### src/rtl/video_mixer_pkg.sv
// Shared definitions for the video mixer: register addresses, fade trigger
// codes, fade state encoding, priority modes and the brightness ceiling.
package video_mixer_pkg;

  localparam logic [1:0] ADDR_CTRL  = 2'd0;
  localparam logic [1:0] ADDR_BG    = 2'd1;
  localparam logic [1:0] ADDR_FADE  = 2'd2;
  localparam logic [1:0] ADDR_SPEED = 2'd3;

  localparam logic [7:0] TRIG_IDLE = 8'd0;
  localparam logic [7:0] TRIG_OUT  = 8'd1;
  localparam logic [7:0] TRIG_IN   = 8'd2;

  localparam logic [1:0] MODE_SCT = 2'd0;  // sprite > charmap > tilemap
  localparam logic [1:0] MODE_CST = 2'd1;  // charmap > sprite > tilemap
  localparam logic [1:0] MODE_STC = 2'd2;  // sprite > tilemap > charmap
  localparam logic [1:0] MODE_TSC = 2'd3;  // tilemap > sprite > charmap

  localparam logic [4:0] BRIGHT_MAX = 5'd16;
  localparam logic [4:0] CTRL_RESET = 5'h1C;  // mode 0, all layers enabled

  typedef enum logic [1:0] {
    FADE_IDLE = 2'd0,
    FADE_OUT  = 2'd1,
    FADE_IN   = 2'd2
  } fade_state_t;

  typedef struct packed {
    logic [7:0] r;
    logic [7:0] g;
    logic [7:0] b;
  } rgb_t;

  // RGB332 to RGB888 by bit replication.
  function automatic rgb_t expand_bg(input logic [7:0] c);
    rgb_t o;
    o.r = {c[7:5], c[7:5], c[7:6]};
    o.g = {c[4:2], c[4:2], c[4:3]};
    o.b = {c[1:0], c[1:0], c[1:0], c[1:0]};
    return o;
  endfunction

endpackage

### src/rtl/video_mixer_scale.sv
// mixer_scale: combinational per-channel brightness scaler.
//   color  in  8  channel value
//   bright in  5  brightness 0..16
//   scaled out 8  (color * bright) >> 4
module mixer_scale (
  input  logic [7:0] color,
  input  logic [4:0] bright,
  output logic [7:0] scaled
);

  logic [12:0] prod;

  always_comb begin
    prod   = 13'(color) * 13'(bright);
    scaled = 8'(prod >> 4);
  end

endmodule

### src/rtl/video_mixer.sv
// video_mixer: three-layer priority mixer with background fill, global
// brightness fade and CPU control registers.
//   clk, reset                  clock / sync active-high reset
//   pause                       freezes fade progression
//   hblank, vblank              raw blanking aligned with layer pixels
//   addr, data_in, write        CPU register write port
//   mixercontrol_data_out       combinational readback of register[addr]
//   tilemap/charmap/sprite_*    layer pixels (r,g,b 8-bit, a 1-bit)
//   video_r/g/b                 mixed pixel, 2-cycle latency
//   video_hblank/vblank         blanking delayed 2 cycles
module video_mixer
  import video_mixer_pkg::*;
(
  input  logic       clk,
  input  logic       reset,
  input  logic       pause,
  input  logic       hblank,
  input  logic       vblank,
  input  logic [1:0] addr,
  input  logic [7:0] data_in,
  input  logic       write,
  output logic [7:0] mixercontrol_data_out,
  input  logic [7:0] tilemap_r,
  input  logic [7:0] tilemap_g,
  input  logic [7:0] tilemap_b,
  input  logic       tilemap_a,
  input  logic [7:0] charmap_r,
  input  logic [7:0] charmap_g,
  input  logic [7:0] charmap_b,
  input  logic       charmap_a,
  input  logic [7:0] sprite_r,
  input  logic [7:0] sprite_g,
  input  logic [7:0] sprite_b,
  input  logic       sprite_a,
  output logic [7:0] video_r,
  output logic [7:0] video_g,
  output logic [7:0] video_b,
  output logic       video_hblank,
  output logic       video_vblank
);

  logic [7:0]  ctrl_reg, bg_reg, fade_reg, speed_reg;
  logic [4:0]  ctrl_active;
  logic        vblank_prev;
  logic        vblank_rise, vblank_fall;

  fade_state_t fade_state, state_nxt;
  logic [4:0]  brightness, bright_nxt;
  logic [7:0]  frame_cnt, cnt_nxt, fade_reg_nxt, limit;
  logic        step, done;

  rgb_t        pick, s1_pix, scaled;
  logic        s1_hb, s1_vb;
  logic        t_ok, c_ok, s_ok;
  rgb_t        tile_pix, char_pix, spr_pix;

  assign vblank_rise = vblank & ~vblank_prev;
  assign vblank_fall = ~vblank & vblank_prev;

  always_comb begin
    mixercontrol_data_out = '0;
    case (addr)
      ADDR_CTRL:  mixercontrol_data_out = ctrl_reg;
      ADDR_BG:    mixercontrol_data_out = bg_reg;
      ADDR_FADE:  mixercontrol_data_out = fade_reg;
      ADDR_SPEED: mixercontrol_data_out = speed_reg;
      default:    mixercontrol_data_out = '0;
    endcase
  end

  always_ff @(posedge clk) begin
    if (reset) begin
      ctrl_reg    <= '0;
      bg_reg      <= '0;
      speed_reg   <= '0;
      ctrl_active <= CTRL_RESET;
      vblank_prev <= 1'b0;
    end else begin
      vblank_prev <= vblank;
      if (write && addr == ADDR_CTRL)  ctrl_reg  <= data_in;
      if (write && addr == ADDR_BG)    bg_reg    <= data_in;
      if (write && addr == ADDR_SPEED) speed_reg <= data_in;
      if (vblank_fall) ctrl_active <= ctrl_reg[4:0];
    end
  end

  // Fade FSM. Register 2 is owned here: stored only while idle, and cleared
  // on completion; trigger writes are ignored while fading, so the clear
  // always takes precedence over a coincident write.
  always_ff @(posedge clk) begin
    if (reset) begin
      fade_state <= FADE_IDLE;
      brightness <= BRIGHT_MAX;
      frame_cnt  <= '0;
      fade_reg   <= '0;
    end else begin
      fade_state <= state_nxt;
      brightness <= bright_nxt;
      frame_cnt  <= cnt_nxt;
      fade_reg   <= fade_reg_nxt;
    end
  end

  always_comb begin
    state_nxt    = fade_state;
    bright_nxt   = brightness;
    cnt_nxt      = frame_cnt;
    fade_reg_nxt = fade_reg;
    step         = 1'b0;
    done         = 1'b0;
    limit        = (speed_reg == 8'd0) ? 8'd1 : speed_reg;
    case (fade_state)
      FADE_IDLE: begin
        if (write && addr == ADDR_FADE) begin
          fade_reg_nxt = data_in;
          if (data_in == TRIG_OUT) begin
            state_nxt = FADE_OUT;
            cnt_nxt   = '0;
          end else if (data_in == TRIG_IN) begin
            state_nxt = FADE_IN;
            cnt_nxt   = '0;
          end
        end
      end
      default: begin
        if (vblank_rise && !pause) begin
          if (frame_cnt + 8'd1 >= limit) begin
            cnt_nxt = '0;
            step    = 1'b1;
          end else begin
            cnt_nxt = frame_cnt + 8'd1;
          end
        end
      end
    endcase
    if (step) begin
      if (fade_state == FADE_OUT) begin
        if (brightness != 5'd0) bright_nxt = brightness - 5'd1;
        done = (brightness <= 5'd1);
      end else begin
        if (brightness < BRIGHT_MAX) bright_nxt = brightness + 5'd1;
        done = (brightness >= BRIGHT_MAX - 5'd1);
      end
    end
    if (done) begin
      state_nxt    = FADE_IDLE;
      fade_reg_nxt = '0;
    end
  end

  // Stage 1: priority select.
  assign t_ok     = tilemap_a & ctrl_active[2];
  assign c_ok     = charmap_a & ctrl_active[3];
  assign s_ok     = sprite_a  & ctrl_active[4];
  assign tile_pix = '{tilemap_r, tilemap_g, tilemap_b};
  assign char_pix = '{charmap_r, charmap_g, charmap_b};
  assign spr_pix  = '{sprite_r, sprite_g, sprite_b};

  always_comb begin
    pick = expand_bg(bg_reg);
    case (ctrl_active[1:0])
      MODE_SCT: if (s_ok) pick = spr_pix;  else if (c_ok) pick = char_pix; else if (t_ok) pick = tile_pix;
      MODE_CST: if (c_ok) pick = char_pix; else if (s_ok) pick = spr_pix;  else if (t_ok) pick = tile_pix;
      MODE_STC: if (s_ok) pick = spr_pix;  else if (t_ok) pick = tile_pix; else if (c_ok) pick = char_pix;
      MODE_TSC: if (t_ok) pick = tile_pix; else if (s_ok) pick = spr_pix;  else if (c_ok) pick = char_pix;
      default:  pick = expand_bg(bg_reg);
    endcase
  end

  // Stage 2: brightness scaling and blanking.
  mixer_scale u_scale_r (.color(s1_pix.r), .bright(brightness), .scaled(scaled.r));
  mixer_scale u_scale_g (.color(s1_pix.g), .bright(brightness), .scaled(scaled.g));
  mixer_scale u_scale_b (.color(s1_pix.b), .bright(brightness), .scaled(scaled.b));

  always_ff @(posedge clk) begin
    if (reset) begin
      s1_pix       <= '0;
      s1_hb        <= 1'b1;
      s1_vb        <= 1'b1;
      video_r      <= '0;
      video_g      <= '0;
      video_b      <= '0;
      video_hblank <= 1'b1;
      video_vblank <= 1'b1;
    end else begin
      s1_pix       <= pick;
      s1_hb        <= hblank;
      s1_vb        <= vblank;
      video_hblank <= s1_hb;
      video_vblank <= s1_vb;
      if (s1_hb || s1_vb) begin
        video_r <= '0;
        video_g <= '0;
        video_b <= '0;
      end else begin
        video_r <= scaled.r;
        video_g <= scaled.g;
        video_b <= scaled.b;
      end
    end
  end

endmodule

### config.mk
export PLATFORM = sky130hd
export DESIGN_NAME = video_mixer
export DESIGN_NICKNAME = d
export VERILOG_FILES = /design/src/rtl/video_mixer_pkg.sv /design/src/rtl/video_mixer_scale.sv /design/src/rtl/video_mixer.sv
export SDC_FILE = /design/constraint.sdc
export NUM_CORES = 1
export LEC_CHECK = 0
export ABC_CLOCK_PERIOD_IN_PS = 5150
export BUFFER_PORTS_ARGS = -buffer_cell sky130_fd_sc_hd__buf_2
export CAP_MARGIN = 10
export CORE_MARGIN = 4
export CORE_UTILIZATION = 59
export CTS_CLUSTER_DIAMETER = 60
export CTS_CLUSTER_SIZE = 14
export DETAILED_ROUTE_END_ITERATION = 16
export PLACE_DENSITY = 0.94
export RECOVER_POWER = 25
export SYNTH_ARGS = -nofsm -noshare
export SYNTH_HDL_FRONTEND = slang
export SYNTH_HIERARCHICAL = 1
export SYNTH_SLANG_ARGS = --single-unit
### constraint.sdc
create_clock -name clk -period 5.15 [get_ports clk]
set_input_delay 0.515 -clock clk [delete_from_list [all_inputs] [get_ports clk]]
set_output_delay 0.515 -clock clk [all_outputs]
set_load 0.05 [all_outputs]
# Word-level counts from Yosys, hierarchy flattened
# Index checks and enable logic that the tools add are counted.
[classes] n_addsub=3 mul=3 div_mod_pow=0 order_cmp=4 eq_ne=12 n_shift=0 muxes=29 n_bitwise=7 reduce_logical=21
[ops] op="2-to-1 mux 24 bit" n=10
[ops] op="one-hot mux 24 bit (4 select lines)" n=1
[ops] op="2-to-1 mux 8 bit" n=7
[ops] op="multiplier 8 x 5 -> 12 bit" n=3
[ops] op="one-hot mux 8 bit (4 select lines)" n=1
[ops] op="2-to-1 mux 5 bit" n=3
[ops] op="AND reduction 3 bit" n=3
[ops] op="adder 8 x 1 -> 8 bit, second input constant" n=1
[ops] op="== test 2 bit, second input constant" n=4
[ops] op="== test 8 x 1 -> 1 bit, second input constant" n=1
[ops] op="== test 8 x 2 -> 1 bit, second input constant" n=1
[ops] op="greater-or-equal comparator 8 bit" n=1
[ops] op="zero test 8 bit" n=1
[ops] op="== test 2 x 1 -> 1 bit, second input constant" n=3
[ops] op="zero test 2 bit" n=3
[ops] op="nonzero test 2 bit" n=3
[ops] op="adder 5 x 1 -> 5 bit, second input constant" n=1
[ops] op="AND 1 bit" n=5
[ops] op="greater-or-equal comparator 5 x 4 -> 1 bit, second input constant" n=1
[ops] op="<= comparator 5 x 1 -> 1 bit, second input constant" n=1
[ops] op="logical AND 1 bit" n=5
[ops] op="less-than comparator 5 bit, second input constant" n=1
[ops] op="2-to-1 mux 1 bit" n=5
[ops] op="nonzero test 5 bit" n=1
[ops] op="10 further kinds" n=13
[totals] regBits=105 latch_bits=0 ramBits=0 mem_bits_ro=0 inputBits=91 out_inout_bits=34 word_cells=98 n_memories=0

# Depth between registers and ports, before layout
[depth] ltp_word=8 depth_mapped=14 depth_no_buf=14

# Hierarchy
# The synthesis kept the hierarchy.
[by_module_without_submodules] module="video_mixer" instances=1 cells_per_inst=651 area_per_inst_um2=5590.4 seq_area_each_um2=2102.0
[by_module_without_submodules] module="mixer_scale (u_scale_b ...)" instances=2 cells_per_inst=140 area_per_inst_um2=1117.3 seq_area_each_um2=0.0
[by_module_without_submodules] module="mixer_scale (u_scale_g)" instances=1 cells_per_inst=138 area_per_inst_um2=1114.8 seq_area_each_um2=0.0

# Worst setup path before layout
# Ideal clock, no wire load.
[synth_path] kind="register to register" start="register brightness[2]" end="register video_g[7]" setup_ps=115 arrival_time_ps=3854 required_time_ps=5035 path_slack_ps=1181 stages_incl_launch_ff=14 period_less_slack_ps=3969 path_cell_list="dfxtp_1 and2_1 fa_1 fa_1 inv_1 fa_1 inv_1 ha_1 nand2_1 nand2_1 a221o_1 a221o_1 xnor2_1 and2_1"
[synth_lines] element="from (decl)" line="video_mixer.sv:48" rtl="logic [4:0] brightness, bright_nxt;"
[synth_lines] element="from (signal assigned)" line="video_mixer.sv:98" rtl="brightness <= bright_nxt;"
[synth_lines] element="to (signal assigned)" line="video_mixer.sv:197" rtl="video_g <= scaled.g;"
[synth_lines] element="to (decl)" line="video_mixer.sv:36" rtl="output logic [7:0] video_g,"

==> out/results.md <==
| Quantity | Reported | Unit |
|---|---|---|
| Ranking of synthesized cells by area | sky130_fd_sc_hd__dfxtp_1 24%, sky130_fd_sc_hd__fa_1 11%, sky130_fd_sc_hd__ha_1 9.5% | - |
| Clock skew | 0.0133 | ns |
| Cell Area, Synth | 0.00894 | mm² |
| Last element of the critical path | video_g[7]$_SDFF_PP0_ | - |
| # clock sinks | 105 | - |
| Sequential share of the synthesized area | 23.5 | % |
| Part of the total power dissipated in the clock network | 36.4 | % |
| Design internal power | 1420 | µW |
| Largest register by flop count | s1_pix | - |
| Total power | 2050 | µW |
| Yosys cell types | 69 | - |
| Final Max Tran Viols | 47 | - |
| Sw power | 632 | µW |
| Maximum number of pins on one net before global-route repair | 47 | - |
| Flip-flop count of the largest register, all copies and words added | 24 | - |
| Number of iterations in the first detailed-routing pass | 6 | - |
| Routed Antenna Nets | 0 | - |
| Worst setup slack before clock tree synthesis | 0.723 | ns |
| Number of hold buffers added after CTS | 0 | - |
| Routed via count | 8730 | - |
| Effective utilization at floorplan | 60.8 | % |
| Clock transition time at the flip-flop clock pins of the worst setup and hold paths | 0.08 | ns |
| Violations in the final reports | max-capacitance violations, max-slew violations | - |
| Cell Rows | 44 | - |
| Final TNS setup | 0 | ns |
| Avg Vias per Cell | 6.47 | - |
| First-pass GRT wire length | 41.7 | mm |
| Initial antenna violation count | 3 | - |
| I/O pin count | 125 | - |
| Gates resized, CTS repair | 0 | - |
| End-of-flow core utilization | 67.5 | % |
| Die area | 0.0172 | mm² |
| HPWL reported at the end of detailed placement | 18.8 | mm |
| Proportion of synthesized flip-flops having asynchronous set or reset | 0 | % |
| Post-Route WL | 26.0 | mm |
| Cell chosen for the clock root | sky130_fd_sc_hd__clkbuf_16 | - |
| Yosys warning count | 6 | - |
| Series of cell instances along the critical path | nand2_1 > fa_1 > fa_1 > fa_1 > inv_1 > ha_1 > a21oi_2 > nor2b_1 > or2_2 > a221o_1 > xnor2_1 > and2_1 | - |
| Crit Path Max Fanout | 28 | - |
| Final-report hold violation count | 0 | - |
| Data arrival time at the worst-slack endpoint | 4.72 | ns |
| Commonest non-fill, non-tap cell in the layout | sky130_fd_sc_hd__buf_2 | - |
| Fraction of final layout cells with drive strength greater than 1 | 15.4 | % |
| Post-route non-filler standard cell count | 1349 | - |
| Combinational Power Share | 20.7 | % |
| Synth Instances | 1069 | - |
| Shortest clock period the worst path allows after layout | 4.47 | ns |
| Filler Cell Count | 1114 | - |
| Worst slew pin tran | 2.06 | ns |
| Sort of element at the start of the critical path | register | - |
| Path type of the worst min-delay path | input pin to register | - |
| Setup slack of the most critical reg-to-reg path | 0.68 | ns |
| Power density over cell area | 207 | mW/mm² |
| Nets in the synthesized netlist | 1276 | - |
| Core box area | 0.0147 | mm² |
| First DRT Iteration DRCs | 1036 | - |
| Area growth from synthesis to layout | 11.0 | % |
| Unrepaired setup endpoints after global routing | false | - |
| Critical Setup Path Class | register to register | - |
| Vertical die dimension | 131 | µm |
| Peak clock frequency supported by timing | 224 | MHz |
| Final-report setup violation count | 0 | - |
| Most used flip-flop cell after synthesis | sky130_fd_sc_hd__dfxtp_1 | - |
| Global-route congestion overflow total | 0 | - |
| Number of buffers on the longest clock path | 2 | - |
| Worst-case headroom to the max-slew limit | -37.3 | % |
| Setup slack after layout | 0.684 | ns |
| CTS tree | done | - |
| Capture point of the worst reg-to-reg path | video_g[7]$_SDFF_PP0_ | - |
| Number of global-route vias before repair | 8613 | - |
| P_leak | 0.00456 | µW |
| Avg Synthesized Cell Area | 8.36 | µm² |
| Biggest area consumer among synthesized cells | sky130_fd_sc_hd__dfxtp_1 | - |
| Post-route clock period utilization | 86.7 | % |
| Post-layout nets | 1367 | - |
| Max-cap violations | 1 | - |
| Element type at the critical path end | register | - |
| Share of power burned in registers | 42.9 | % |
| Detailed-route wire length per cell | 19.3 | µm |
| DIE WIDTH | 131 | µm |
| Global placement routability congestion | 0.921 | - |
| Data required time of the worst path | 5.40 | ns |
| Cell count of the worst reg-to-reg path | 12 | - |
| Total global routing track utilization | 30.5 | % |
| Library cell contributing the largest single delay on the critical path | sky130_fd_sc_hd__dfxtp_1 | - |
| Largest stage delay, worst path | 0.93 | ns |
| Top cell by count, worst path | sky130_fd_sc_hd__fa_1 | - |
| Drc violations | 0 | - |
| Start point of the critical path | brightness[4]$_SDFFE_PP1P_ | - |
| Number of cells after detailed placement | 1333 | - |
| TritonCTS Buffers | 9 | - |
| Count of buffers from port buffering | 124 | - |
| H-tree Lvls | 3 | - |
| Worst r2r src | brightness[4]$_SDFFE_PP1P_ | - |
| Maximum vdd drop | 0.244 | mV |
| Synth top area share | 23.5 | % |
| Sw Share | 30.8 | % |
| Setup repair bufs after CTS | 0 | - |
| Synthesis-stage register bit count | 105 | - |
| Inserted Diodes | 0 | - |
| Highest-count cells in the layout ignoring fill and taps | 110 x sky130_fd_sc_hd__buf_2, 105 x sky130_fd_sc_hd__inv_1, 105 x sky130_fd_sc_hd__dfxtp_1 | - |
| Clk_lat worst skew | 0.36 | ns |
| Run status | complete, but fails checks | - |
| Number of flops mapped to enable cells by yosys | 0 | - |
-- metal layers --
| layer | GRT usage (%) | vias up | wire [µm] |
|---|---|---|---|
| li1 | - | 3896 | - |
| met1 | 36.4 | 4073 | 9560 |
| met2 | 51.0 | 610 | 12500 |
| met3 | 8.02 | 145 | 2890 |
| met4 | 14.6 | 6 | 1060 |
| met5 | 0 | - | 28 |
-- worst max-delay path, delay by kind of cell (launching register included) --
kind / cells / cell delay (ns)
adders and majority gates: 4 / 1.99
AOI/OAI and AO/OA: 2 / 0.49
buffers and inverters: 1 / 0.05
and+or+nand+nor: 4 / 0.77
xor gates and xnor gates: 1 / 0.12
DFF: 1 / 0.93
-- cells in the mapped netlist (all sizes together) (8+ instances only) --
cell and number:
nand2 67, nor4 21, nand3 37, a221o 21, inv 105, a31oi 12, nor3 60, or3 9
buf 17, dfxtp 105, a211oi 25, clkbuf 36, mux2i 34, xnor2 22, mux4 8, nor2 92
fa 48, a21oi 68, ha 68, and2 94, xor2 10, o21ai 9, nor2b 9
-- kinds of logic (layout without fill, tap and decap cells) --
kind of cell             count (synthesis)  in the layout  share of synthesized area [%]
multiplexers                            44             44                           6.07
buffers and inverters                  158            254                           6.98
AND/OR/NAND/NOR                        421            421                           24.6
flip-flops                             105            105                           23.5
AO/OA/AOI/OAI                          193            193                           15.4
adder cells (fa/ha/maj)                116            116                           20.3
XOR/XNOR                                32             32                           3.13
-- stage by stage --
| stage | hold WS (ns) | area, µm² |
|---|---|---|
| 2_1_floorplan | 0.403 | 8940 |
| 3_3_place_gp | 0.427 | 9630 |
| 3_5_place_dp | 0.424 | 9630 |
| 4_1_cts | 0.341 | 9950 |
| 5_1_grt | 0.354 | 9930 |
| 6_report | 0.344 | 9930 |
-- how the worst min path moves through the flow --
| stage | startpoint | endpoint | slack [ns] | depth (start not counted) |
|---|---|---|---|---|
| final | hblank | s1_hb$_SDFF_PP1_ | 0.34 | 2 |
| after global routing | hblank | s1_hb$_SDFF_PP1_ | 0.35 | 2 |
| after CTS | hblank | s1_hb$_SDFF_PP1_ | 0.34 | 2 |
| after detailed placement | s1_vb$_SDFF_PP1_ | video_vblank$_SDFF_PP1_ | 0.42 | 1 |
| after global placement | s1_vb$_SDFF_PP1_ | video_vblank$_SDFF_PP1_ | 0.43 | 1 |
| after floorplan | s1_hb$_SDFF_PP1_ | video_hblank$_SDFF_PP1_ | 0.40 | 1 |
-- cell type report --
class / instances / area (µm²) / share of cell area (%)
Tap cell: 184 / 230 / 2.32
Timing Repair Buffer: 133 / 667 / 6.72
Clock buffer: 11 / 253 / 2.55
Multi-Input combinational cell: 806 / 6210 / 62.6
Inverter: 105 / 394 / 3.97
Clock inverter: 5 / 67.6 / 0.681
Sequential cell: 105 / 2100 / 21.2
-- power groups by stage --
stage,logic [µW],registers [µW],clock network (µW)
5_1_grt,462,885,783
6_report,425,881,748
2_1_floorplan,288,887,0
4_1_cts,415,878,752
3_3_place_gp,395,895,0
3_5_place_dp,410,897,0
No activity file was read; power rests on OpenSTA's default activity.
